--- config.mk ---
export PLATFORM = sky130hd
export DESIGN_NAME = cell_bist
export DESIGN_NICKNAME = d
export VERILOG_FILES = /design/src/rtl/cell_bist.sv
export SDC_FILE = /design/constraint.sdc
export NUM_CORES = 1
export LEC_CHECK = 0
export BUFFER_PORTS_ARGS = -buffer_cell sky130_fd_sc_hd__buf_2
export CAP_MARGIN = 30
export CORE_MARGIN = 2
export CORE_UTILIZATION = 56
export CTS_BUF_LIST = sky130_fd_sc_hd__clkbuf_16
export CTS_CLUSTER_SIZE = 8
export DETAILED_ROUTE_END_ITERATION = 8
export PLACE_DENSITY_LB_ADDON = 0.15
export SLEW_MARGIN = 0
export SYNTH_ARGS = -nofsm -noshare
export SYNTH_HDL_FRONTEND = slang
export SYNTH_SLANG_ARGS = --single-unit
--- constraint.sdc ---
create_clock -name C -period 3.5 [get_ports C]
set_clock_uncertainty 0.2 [all_clocks]
set_input_delay 0.7 -clock C [delete_from_list [all_inputs] [get_ports C]]
set_output_delay 0.7 -clock C [all_outputs]
set_load 0.02 [all_outputs]
--- src/rtl/cell_bist.sv ---
// cell_bist: built-in self test sequencer for a small combinational or
// pipelined cell. Walks an exhaustive N-bit pattern into the cell,
// compacts the cell responses in a 16-bit MISR and compares the final
// signature against a golden value.
//
// Ports
//   C      in   clock, rising edge
//   R      in   synchronous active-low reset
//   start  in   launch a run (only honoured in IDLE)
//   resp   in   [M-1:0] cell outputs, arrive LAT cycles after their pattern
//   gold   in   [SIGW-1:0] expected signature, sampled in DONE
//   pat    out  [N-1:0] pattern driven to the cell
//   busy   out  high while patterns are applied or responses drain
//   done   out  one-cycle pulse after busy falls
//   pass   out  result of the last completed run, held until next start
//   sig    out  [SIGW-1:0] running MISR signature
//
// State table
//   IDLE  | waiting for start, results held
//   RUN   | applying patterns 0..2^N-1, one per cycle
//   DRAIN | pattern forced to 0, collecting the last LAT responses
//   DONE  | signature final, compare against gold, pulse done

module cell_bist #(
  parameter int N    = 4,
  parameter int M    = 8,
  parameter int SIGW = 16,
  parameter int LAT  = 1
) (
  input  logic            C,
  input  logic            R,
  input  logic            start,
  input  logic [M-1:0]    resp,
  input  logic [SIGW-1:0] gold,
  output logic [N-1:0]    pat,
  output logic            busy,
  output logic            done,
  output logic            pass,
  output logic [SIGW-1:0] sig
);

  typedef enum logic [1:0] {
    IDLE  = 2'd0,
    RUN   = 2'd1,
    DRAIN = 2'd2,
    DONE  = 2'd3
  } state_t;

  localparam logic [N:0] CNT_LAST = {1'b0, {N{1'b1}}};
  localparam int         LAT_M1   = (LAT > 0) ? LAT - 1 : 0;
  localparam logic [1:0] DRN_LAST = 2'(LAT_M1);

  state_t          state_q, state_d;
  logic [N:0]      cnt_q, cnt_d;
  logic [1:0]      drn_q, drn_d;
  logic [N-1:0]    pat_q, pat_d;
  logic            busy_q, busy_d;
  logic            done_q, done_d;
  logic            pass_q, pass_d;
  logic [SIGW-1:0] sig_q, sig_d;

  logic [SIGW-1:0] misr_nxt;
  logic            run_upd;

  // During RUN the response for pattern k shows up in cycle k+LAT, so the
  // first LAT RUN cycles carry no valid response and must not be compacted.
  if (LAT == 0) begin : g_nolat
    assign run_upd = 1'b1;
  end else begin : g_lat
    localparam logic [N:0] LAT_C = (N+1)'(LAT);
    assign run_upd = (cnt_q >= LAT_C);
  end

  // MISR: shift up with feedback x^16 taps at 15,13,12,10, response bits
  // folded into the low M stages.
  always_comb begin
    misr_nxt = {sig_q[SIGW-2:0], sig_q[15] ^ sig_q[13] ^ sig_q[12] ^ sig_q[10]};
    for (int i = 0; i < M; i++) begin
      misr_nxt[i] = misr_nxt[i] ^ resp[i];
    end
  end

  always_comb begin
    state_d = state_q;
    cnt_d   = cnt_q;
    drn_d   = drn_q;
    pat_d   = pat_q;
    busy_d  = busy_q;
    done_d  = 1'b0;
    pass_d  = pass_q;
    sig_d   = sig_q;

    case (state_q)
      IDLE: begin
        if (start) begin
          state_d = RUN;
          cnt_d   = '0;
          pat_d   = '0;
          busy_d  = 1'b1;
          pass_d  = 1'b0;
          sig_d   = '0;
        end
      end

      RUN: begin
        if (run_upd) begin
          sig_d = misr_nxt;
        end
        if (cnt_q == CNT_LAST) begin
          pat_d = '0;
          drn_d = '0;
          if (LAT > 0) begin
            state_d = DRAIN;
          end else begin
            state_d = DONE;
            busy_d  = 1'b0;
            done_d  = 1'b1;
          end
        end else begin
          cnt_d = cnt_q + 1'b1;
          pat_d = cnt_q[N-1:0] + 1'b1;
        end
      end

      DRAIN: begin
        sig_d = misr_nxt;
        pat_d = '0;
        if (drn_q == DRN_LAST) begin
          state_d = DONE;
          busy_d  = 1'b0;
          done_d  = 1'b1;
        end else begin
          drn_d = drn_q + 1'b1;
        end
      end

      DONE: begin
        pass_d  = (sig_q == gold);
        state_d = IDLE;
      end

      default: begin
        state_d = IDLE;
      end
    endcase
  end

  always_ff @(posedge C) begin
    if (!R) begin
      state_q <= IDLE;
      cnt_q   <= '0;
      drn_q   <= '0;
      pat_q   <= '0;
      busy_q  <= 1'b0;
      done_q  <= 1'b0;
      pass_q  <= 1'b0;
      sig_q   <= '0;
    end else begin
      state_q <= state_d;
      cnt_q   <= cnt_d;
      drn_q   <= drn_d;
      pat_q   <= pat_d;
      busy_q  <= busy_d;
      done_q  <= done_d;
      pass_q  <= pass_d;
      sig_q   <= sig_d;
    end
  end

  assign pat  = pat_q;
  assign busy = busy_q;
  assign done = done_q;
  assign pass = pass_q;
  assign sig  = sig_q;

endmodule

==> results of run 1 <==
==> logic make-up after synthesis <==
logic type / share of synthesized area
adder cells (fa/ha/maj): 0.05929
flip-flops: 0.3373
XOR/XNOR: 0.1364
multiplexers: 0.005270
AND/OR/NAND/NOR: 0.2306
buffers and inverters: 0.05402
AO/OA/AOI/OAI: 0.1772
==> cell type report <==
type	count	area (um^2)	share of cell area
clock buffers	5	125.1	0.05467
repair buffers	49	245.2	0.1072
multi-input cells	161	1156	0.5052
well taps	46	57.56	0.02515
inverters	7	26.28	0.01148
clock inverters	3	37.54	0.01640
flip-flops and latches	32	640.6	0.2799
==> worst max-delay path: cells and delay by family, from the launching register on <==
kind            cells  cell delay (ps)
simple gates        3              980
fa+ha+maj           2              490
flops               1              360
compound gates      2              430
==> cell usage after synthesis <==
cell type / n / area share
nand2_1: 8 / 0.016
clkbuf_1: 7 / 0.014
inv_1: 7 / 0.014
nor3_1: 2 / 0.0053
nor2_1: 3 / 0.0059
nand4_1: 21 / 0.069
nor2b_1: 11 / 0.036
buf_6: 2 / 0.012
nor2_4: 1 / 0.0059
nand2b_1: 1 / 0.0033
o21ai_0: 9 / 0.024
a21oi_1: 8 / 0.021
or3_1: 1 / 0.0033
nor4b_2: 1 / 0.0079
or4_1: 1 / 0.0040
xnor3_1: 1 / 0.012
nand3_1: 3 / 0.0079
nor4_1: 2 / 0.0066
nor4b_1: 3 / 0.014
a21boi_0: 1 / 0.0040
mux2i_1: 1 / 0.0053
ha_1: 9 / 0.059
xnor2_1: 19 / 0.088
xor2_1: 8 / 0.037
and2_1: 2 / 0.0066
and3_1: 2 / 0.0066
o22ai_1: 1 / 0.0033
and2b_1: 1 / 0.0040
o31a_1: 1 / 0.0046
o2111ai_1: 1 / 0.0046
or2_0: 1 / 0.0033
dfxtp_1: 32 / 0.34
nand2b_2: 1 / 0.0046
buf_2: 4 / 0.011
buf_4: 1 / 0.0040
o21ai_1: 12 / 0.032
o211a_1: 1 / 0.0053
nand3b_1: 2 / 0.0079
nor3_4: 1 / 0.0086
a21boi_1: 20 / 0.079
and2_2: 1 / 0.0040
==> metrics by stage <==
stage / cells / area, um^2 / worst slack [ps]
finish: 303 / 2288 / 976.4
global route: 303 / 2288 / 730.7
CTS: 303 / 2288 / 976.4
detailed placement: 295 / 2126 / 985.2
global placement: 295 / 2126 / 1064
floorplan: 214 / 1899 / 1478
==> worst max path at each step <==
stage | depth (start not counted) | slack [ps] | to | from
global route | 7 | 730 | cnt_q[2] | cnt_q[0]
floorplan | 8 | 1480 | cnt_q[2] | cnt_q[0]
detailed placement | 7 | 990 | cnt_q[2] | cnt_q[0]
CTS | 7 | 980 | cnt_q[2] | cnt_q[0]
global placement | 7 | 1060 | cnt_q[2] | cnt_q[0]
finish | 7 | 980 | cnt_q[2] | cnt_q[0]
==> layout by cell type (no fill, tap or decap), drive strengths merged, types with 8 or more instances in the layout <==
cell type and count:
dfxtp 32, o21ai 21, nand2 8, nor2b 11
buf 49, xor2 8, a21oi 8, ha 9
a21boi 21, xnor2 19, nand4 21
==> state kept, by name, summed over array words and instances (netlist names) <==
| signal | cells |
|---|---|
| pat | 4 |
| pass | 1 |
| cnt_q | 5 |
| state_q | 2 |
| drn_q | 2 |
| busy | 1 |
| done | 1 |
| sig | 16 |
==> per-layer routing <==
layer	vias to the layer above	routed length, um	global-route usage
met5	-	0	0
met4	0	83	0.09722
met3	8	239	0.05254
met2	51	2146	0.4022
met1	790	1872	0.2887
li1	848	-	-
==> power breakdown <==
part | internal, uW | total (uW) | switching (uW) | leakage, uW
combinational | 237 | 713 | 476 | 0.000593
sequential | 426 | 492 | 65.9 | 0.000259
clock | 330 | 481 | 151 | 0.0000789
==> results.py, run 1 <==
metrics = {
    "outcome": {
        "status": "finished, final reports clean",
    },
    "finish": {
        "drive_gt1_frac": 0.2335,
        "antenna_cells": 0,
        "final_core_util": 0.6968,
        "fin_nets": 292,
        "area_growth_pct": 20.49,
        "fill_cells": 274,
    },
    "hold_path": {
        "hp-class": "reg -> reg",
        "hold_end": "pat[3]",
        "min_path_cells": 2,
        "min-delay-start": "pat[3]",
    },
    "cts": {
        "cts_hold_buf": 0,
        "h-tree-depth": 2,
        "clockBufferDepth": 2,
        "cts_resized": 0,
        "clk_latency_ps": 270,
        "clock-sinks": 32,
        "cts-root-buf": "clkbuf_16",
        "cts_made_buffers": 5,
        "post_cts_buffers": 0,
        "cts_tree": "yes",
        "clk_pin_slew_worst_paths_ps": 50,
    },
    "setup_path": {
        "crit_path_cell_trace": "ha_1, and3_1, ha_1, nor2b_1, o21ai_1, or2_0, a21boi_1",
        "critical_path_class": "reg -> reg",
        "r2r-start": "cnt_q[0]",
        "r2r_cells": 7,
        "endpoint_kind": "flop",
        "max_stage_delay_ps": 490,
        "rrSetupSlack_ps": 980,
        "r2r_end": "cnt_q[2]",
        "startpoint_type": "flop",
        "crit_required_ps": 3510,
        "critPathArrivalTime_ps": 2530,
        "cpMostUsedCell": "ha_1",
        "worstPathMaxFanout": 8,
        "slowest_stage": "nor2b_1",
    },
    "job": {
        "drv_cap": 0,
    },
    "detailed_routing": {
        "drtPass1Iterations": 4,
        "drt-initial-drc-count": 87,
        "viasPerCell": 5.601,
        "vias": 1697,
        "drc": 0,
        "ant_nets": 0,
        "post_drt_wl_per_cell_um": 14.33,
        "drt_wl_total_um": 4341,
    },
    "synth": {
        "synthDistinctLibCells": 41,
        "syn_inst": 214,
        "yosys_warnings": 0,
        "synth.avg_cell_area_um2": 8.875,
        "netlist_area_um2": 1899,
        "yosysSeqAreaShare": 0.3373,
        "synthesis.nets": 250,
        "ys_ff_latch": 32,
    },
    "sta": {
        "fin_crit_ps": 2524,
        "fin_crit_sh": 0.7210,
        "final_max_slew_viol_count": 0,
        "hold_viol": 0,
        "grt_setup_unrepaired": "false",
        "hold_ws_ps": 251.4,
        "worstMarginPinSlew_ps": 715.0,
        "fmax_ghz": 0.3963,
        "tns_ps": 0,
        "worst_slew_margin_rel": 0.5222,
        "setup_violations": 0,
    },
    "power_and_ir_drop": {
        "pwr_density_cell_nw_per_um2": 736.6,
        "p_total_uw": 1686,
        "ir_drop_uv": 449.1,
        "p_leak_uw": 0.0009311,
    },
    "grt": {
        "antenna_found_initial": 0,
        "grt_pass1_wl_um": 7334,
        "grt_max_degree": 34,
        "globalRoute.totalOverflow": 0,
        "grt_pass1_vias": 1596,
        "grt_usage": 0.2360,
    },
    "floorplanning": {
        "initial_utilization": 0.5783,
        "die_h_um": 62.24,
        "die_w_um": 62.24,
        "rows": 21,
        "fp.dieArea_um2": 3873,
        "pin_count": 50,
        "core_area_um2": 3284,
    },
    "placed_design": {
        "routabilityCongestion": 0.8031,
        "port_buffers": 49,
        "dp.final_hpwl_um": 2927,
    },
}
Power figures use the tool's default switching activity.
==> run 2, diff against run 1 <==
- CORE_UTILIZATION: 56 -> 52
- clock period: 3.5 -> 2.4 ns (I/O delays scaled with it)
==> run 2 against run 1 <==
Compared with the run above: sequential power increased by 45%; worst hold slack lost 1.6 ps; largest cell class unchanged; largest power group unchanged; worst setup slack worse by 710 ps; sequential share of layout area is 0.076 points lower; cell area grew 0.27%; critical endpoint is now state_q[1]; count of clock-buffer cells in the layout unchanged.
==> results.py, run 2 (synthesized netlist as in run 1, its figures left out) <==
metrics = {
    "power_and_ir_drop": {
        "p_sw_uw": 1045,
        "clockPowerShare": 0.253,
        "swShare": 0.4318,
        "ir_drop_uv": 533.2,
        "p_leak_uw": 0.0009433,
        "seqPwrFrac": 0.295,
        "intPower_uw": 1375,
        "combPwrFrac": 0.451,
        "pwr_density_cell_nw_per_um2": 1055,
    },
    "sta": {
        "setup_violations": 0,
        "hold_viol": 0,
        "worst_slew_margin_rel": 0.6234,
        "fmax_ghz": 0.4686,
        "tns_ps": 0,
        "fin_crit_sh": 0.8891,
        "final_max_slew_viol_count": 0,
        "worstMarginPinSlew_ps": 563.6,
        "grt_setup_unrepaired": "false",
        "fin_crit_ps": 2134,
    },
    "setup_path": {
        "worstPathMaxFanout": 7,
        "endpoint_kind": "flop",
        "rrSetupSlack_ps": 270,
        "slowest_stage": "dfxtp_1",
        "max_stage_delay_ps": 440,
        "startpoint_type": "flop",
        "crit_path_cell_trace": "ha_1, and3_1, ha_1, nor2b_1, buf_4, nor3_4, mux2i_1, nor2b_1",
        "critPathArrivalTime_ps": 2100,
        "critical_path_class": "reg -> reg",
        "crit_required_ps": 2370,
    },
    "detailed_routing": {
        "drt-initial-drc-count": 97,
        "drc": 0,
        "ant_nets": 0,
        "vias": 1722,
        "drt_wl_total_um": 4539,
        "viasPerCell": 5.609,
        "post_drt_wl_per_cell_um": 14.79,
        "drtPass1Iterations": 4,
    },
    "finish": {
        "mostFrequentLayoutCell": "buf_2",
        "multi_input_area_um2": 1156,
        "largest_reg_flops": 16,
        "fill_cells": 318,
        "final_cell_mix": "49 x buf_2, 32 x dfxtp_1, 21 x nand4_1",
        "fin_area_um2": 2295,
        "final_core_util": 0.6718,
        "regArea_um2": 640.6,
        "antenna_cells": 0,
        "fin_nets": 296,
        "drive_gt1_frac": 0.2490,
        "area_growth_pct": 20.82,
    },
    "cts": {
        "h-tree-depth": 2,
        "cts_made_buffers": 5,
        "clock-sinks": 32,
        "cts-root-buf": "clkbuf_16",
        "cts_hold_buf": 0,
        "clk_pin_slew_worst_paths_ps": 50,
        "clk_latency_ps": 280,
        "cts_resized": 0,
        "post_cts_buffers": 0,
        "cts_tree": "yes",
        "clockBufferDepth": 2,
    },
    "grt": {
        "grt_max_degree": 33,
        "grt_usage": 0.2255,
        "globalRoute.totalOverflow": 0,
        "antenna_found_initial": 0,
        "grt_pass1_vias": 1515,
        "grt_pass1_wl_um": 7245,
    },
    "floorplanning": {
        "fp.dieArea_um2": 4152,
        "core_area_um2": 3416,
        "initial_utilization": 0.5560,
        "pin_count": 50,
        "rows": 21,
        "die_h_um": 64.44,
        "die_w_um": 64.44,
    },
    "outcome": {
        "status": "finished, final reports clean",
    },
    "placed_design": {
        "routabilityCongestion": 0.7841,
        "dp.final_hpwl_um": 3131,
        "port_buffers": 49,
        "place_area_um2": 2156,
    },
    "hold_path": {
        "hp-class": "reg -> reg",
    },
    "job": {
        "drv_cap": 0,
    },
}
## run 2: cell count changes in the layout (fill, tap and decap cells not counted), sizes merged
cell,delta
clkinv,+1
buf,+4
bufinv,-1
## run 2: routing by layer
metal	up-vias	share of wire	track usage
met5	-	0	0
met4	0	0.019	0.1037
met3	7	0.046	0.04167
met2	45	0.45	0.3438
met1	818	0.48	0.3091
li1	852	-	-
## run 2: worst max-delay path, delay by kind of cell (launching register included)
| family | cells | cell delay (ps) |
|---|---|---|
| and+or+nand+nor | 4 | 530 |
| adders and majority gates | 2 | 490 |
| DFF | 1 | 440 |
| muxes | 1 | 200 |
| buffers and inverters | 1 | 160 |
## run 2: per-stage QoR
| step | power (uW) | cells | hold slack, ps | worst slack, ps |
|---|---|---|---|---|
| 2_1_floorplan | 1553 | 214 | 264.5 | 378.0 |
| 3_3_place_gp | 1790 | 299 | 238.7 | 346.6 |
| 3_5_place_dp | 1803 | 299 | 244.8 | 295.4 |
| 4_1_cts | 2421 | 307 | 254.1 | 288.2 |
| 5_1_grt | 2551 | 307 | 278.9 | 109.1 |
| 6_report | 2420 | 307 | 249.8 | 266.2 |
## run 2: power groups by stage
stage                     logic (uW)  registers, uW  clock network (uW)
after global placement          1070            722                   0
after floorplan                  762            791                   0
final                           1090            715                 613
after global routing            1180            730                 639
after detailed placement        1080            727                   0
after CTS                       1080            716                 621
## run 2: area by class of cell
cell class / instances / area share
Tap cell: 46 / 0.02508
Inverter: 7 / 0.01145
Clock inverter: 3 / 0.005998
Sequential cell: 32 / 0.2792
Timing Repair Buffer: 53 / 0.1200
Clock buffer: 5 / 0.05453
Multi-Input combinational cell: 161 / 0.5038
## run 2: worst paths after layout
path                  from    endpoint  depth (start not counted)
hold / removal      pat[1]      pat[1]                          2
setup reg to reg  cnt_q[0]  state_q[1]                          8
hold reg to reg     pat[1]      pat[1]                          2
setup / recovery  cnt_q[0]  state_q[1]                          8
==> run 3, diff against run 2 <==
- REMOVE_ABC_BUFFERS: default -> 1
==> run 3 against run 2 <==
Compared with the run above: worst hold slack gained 9.3 ps; highest routed layer unchanged; non-clock buffer count did not move; power decreased by 1.4%; maximum frequency is 0.44% higher; via count shrank 3.1%; critical path type unchanged; clock power down 3.4%; critical path depth unchanged; register-to-register slack is essentially flat; worst setup slack better by 9.4 ps; cell count fell by 0.33%.
==> results.py, run 3 (synthesized netlist as in run 1, its figures left out) <==
metrics = {
    "power_and_ir_drop": {
        "intPower_uw": 1369,
        "clockPowerShare": 0.248,
        "swShare": 0.4264,
        "combPwrFrac": 0.452,
        "pwr_density_cell_nw_per_um2": 1042,
        "seqPwrFrac": 0.300,
        "p_leak_uw": 0.0009431,
        "ir_drop_uv": 622.3,
        "p_sw_uw": 1018,
    },
    "detailed_routing": {
        "drc": 0,
        "ant_nets": 0,
        "vias": 1668,
        "drtPass1Iterations": 5,
        "drt-initial-drc-count": 77,
        "drt_wl_total_um": 4272,
        "viasPerCell": 5.451,
        "post_drt_wl_per_cell_um": 13.96,
    },
    "floorplanning": {
        "die_w_um": 64.44,
        "core_area_um2": 3416,
        "rows": 21,
        "die_h_um": 64.44,
        "pin_count": 50,
        "fp.dieArea_um2": 4152,
        "initial_utilization": 0.5560,
    },
    "grt": {
        "grt_max_degree": 33,
        "antenna_found_initial": 0,
        "globalRoute.totalOverflow": 0,
        "grt_usage": 0.2219,
        "grt_pass1_wl_um": 7017,
        "grt_pass1_vias": 1514,
    },
    "sta": {
        "grt_setup_unrepaired": "false",
        "tns_ps": 0,
        "worstMarginPinSlew_ps": 600.0,
        "final_max_slew_viol_count": 0,
        "setup_violations": 0,
        "worst_slew_margin_rel": 0.6000,
        "fmax_ghz": 0.4707,
        "fin_crit_ps": 2124,
        "fin_crit_sh": 0.8852,
        "hold_viol": 0,
    },
    "finish": {
        "antenna_cells": 0,
        "area_growth_pct": 20.55,
        "final_cell_mix": "49 x buf_2, 32 x dfxtp_1, 21 x nand4_1",
        "mostFrequentLayoutCell": "buf_2",
        "largest_reg_flops": 16,
        "drive_gt1_frac": 0.2462,
        "fin_nets": 296,
        "final_core_util": 0.6703,
    },
    "cts": {
        "clk_pin_slew_worst_paths_ps": 50,
        "clock-sinks": 32,
        "cts_made_buffers": 5,
        "post_cts_buffers": 0,
        "cts_tree": "yes",
        "cts_resized": 0,
        "clk_latency_ps": 280,
        "cts-root-buf": "clkbuf_16",
        "h-tree-depth": 2,
        "cts_hold_buf": 0,
        "clockBufferDepth": 2,
    },
    "placed_design": {
        "dp.final_hpwl_um": 2951,
        "routabilityCongestion": 0.8010,
        "port_buffers": 49,
    },
    "setup_path": {
        "crit_start": "cnt_q[0]",
        "crit_required_ps": 2360,
        "r2r-start": "cnt_q[0]",
        "endpoint": "state_q[1]",
        "critPathArrivalTime_ps": 2090,
        "endpoint_kind": "flop",
        "worstPathMaxFanout": 7,
        "startpoint_type": "flop",
        "rrSetupSlack_ps": 280,
        "critical_path_class": "reg -> reg",
        "r2r_end": "state_q[1]",
        "r2r_cells": 8,
    },
    "outcome": {
        "status": "finished, final reports clean",
    },
    "job": {
        "drv_cap": 0,
    },
    "hold_path": {
        "hp-class": "reg -> reg",
    },
}
==> run 3: cell types whose count changed in the layout (fill, tap and decap cells not counted), sizes merged <==
cell    before  now
clkinv       3    1
inv          7    8
==> run 3: critical path, cell delays in order, from the launching register on <==
cell and delay, ps:
dfxtp_1 430, ha_1 260, and3_1 170, ha_1 220, nor2b_1 80, buf_4 160, nor3_4 210, mux2i_1 200
nor2b_1 70
==> run 3: power groups by stage <==
| stage | logic (uW) | clock network (uW) | registers (uW) |
|---|---|---|---|
| after global routing | 1180 | 632 | 732 |
| after detailed placement | 1060 | 0 | 725 |
| final | 1080 | 592 | 716 |
| after global placement | 1050 | 0 | 724 |
| after floorplan | 669 | 0 | 791 |
| after CTS | 1070 | 602 | 715 |
==> run 3: layout make-up <==
cell class	instances	area, um^2
Sequential cell	32	640.6
Fill cell	302	1126
Multi-Input combinational cell	161	1156
Clock inverter	2	8.758
Timing Repair Buffer	53	275.3
Clock buffer	5	125.1
Tap cell	46	57.56
Inverter	7	26.28
==> run 3: worst min-delay path by stage <==
stage,startpoint,endpoint,slack [ps],depth (start not counted)
after floorplan,cnt_q[3],cnt_q[3],260,2
after global placement,pat[1],pat[1],240,2
after detailed placement,pat[1],pat[1],260,2
after CTS,pat[3],pat[3],270,2
after global routing,pat[1],pat[1],290,2
final,pat[1],pat[1],260,2
==> run 3: stage by stage <==
step / hold WS, ps / setup slack [ps] / cells / cell area [um^2] / power [uW]
6_report: 259.1 / 275.6 / 306 / 2290 / 2387
5_1_grt: 287.2 / 134.9 / 306 / 2290 / 2540
4_1_cts: 266.4 / 285.8 / 306 / 2290 / 2386
3_5_place_dp: 256.4 / 287.7 / 299 / 2156 / 1790
3_3_place_gp: 242.7 / 336.3 / 299 / 2156 / 1778
2_1_floorplan: 264.5 / 151.7 / 200 / 1823 / 1460
==> run 3: per-layer routing <==
metal | track usage | share of wire
met5 | 0 | 0
met4 | 0.1037 | 0.013
met3 | 0.05729 | 0.040
met2 | 0.3516 | 0.49
met1 | 0.2828 | 0.46
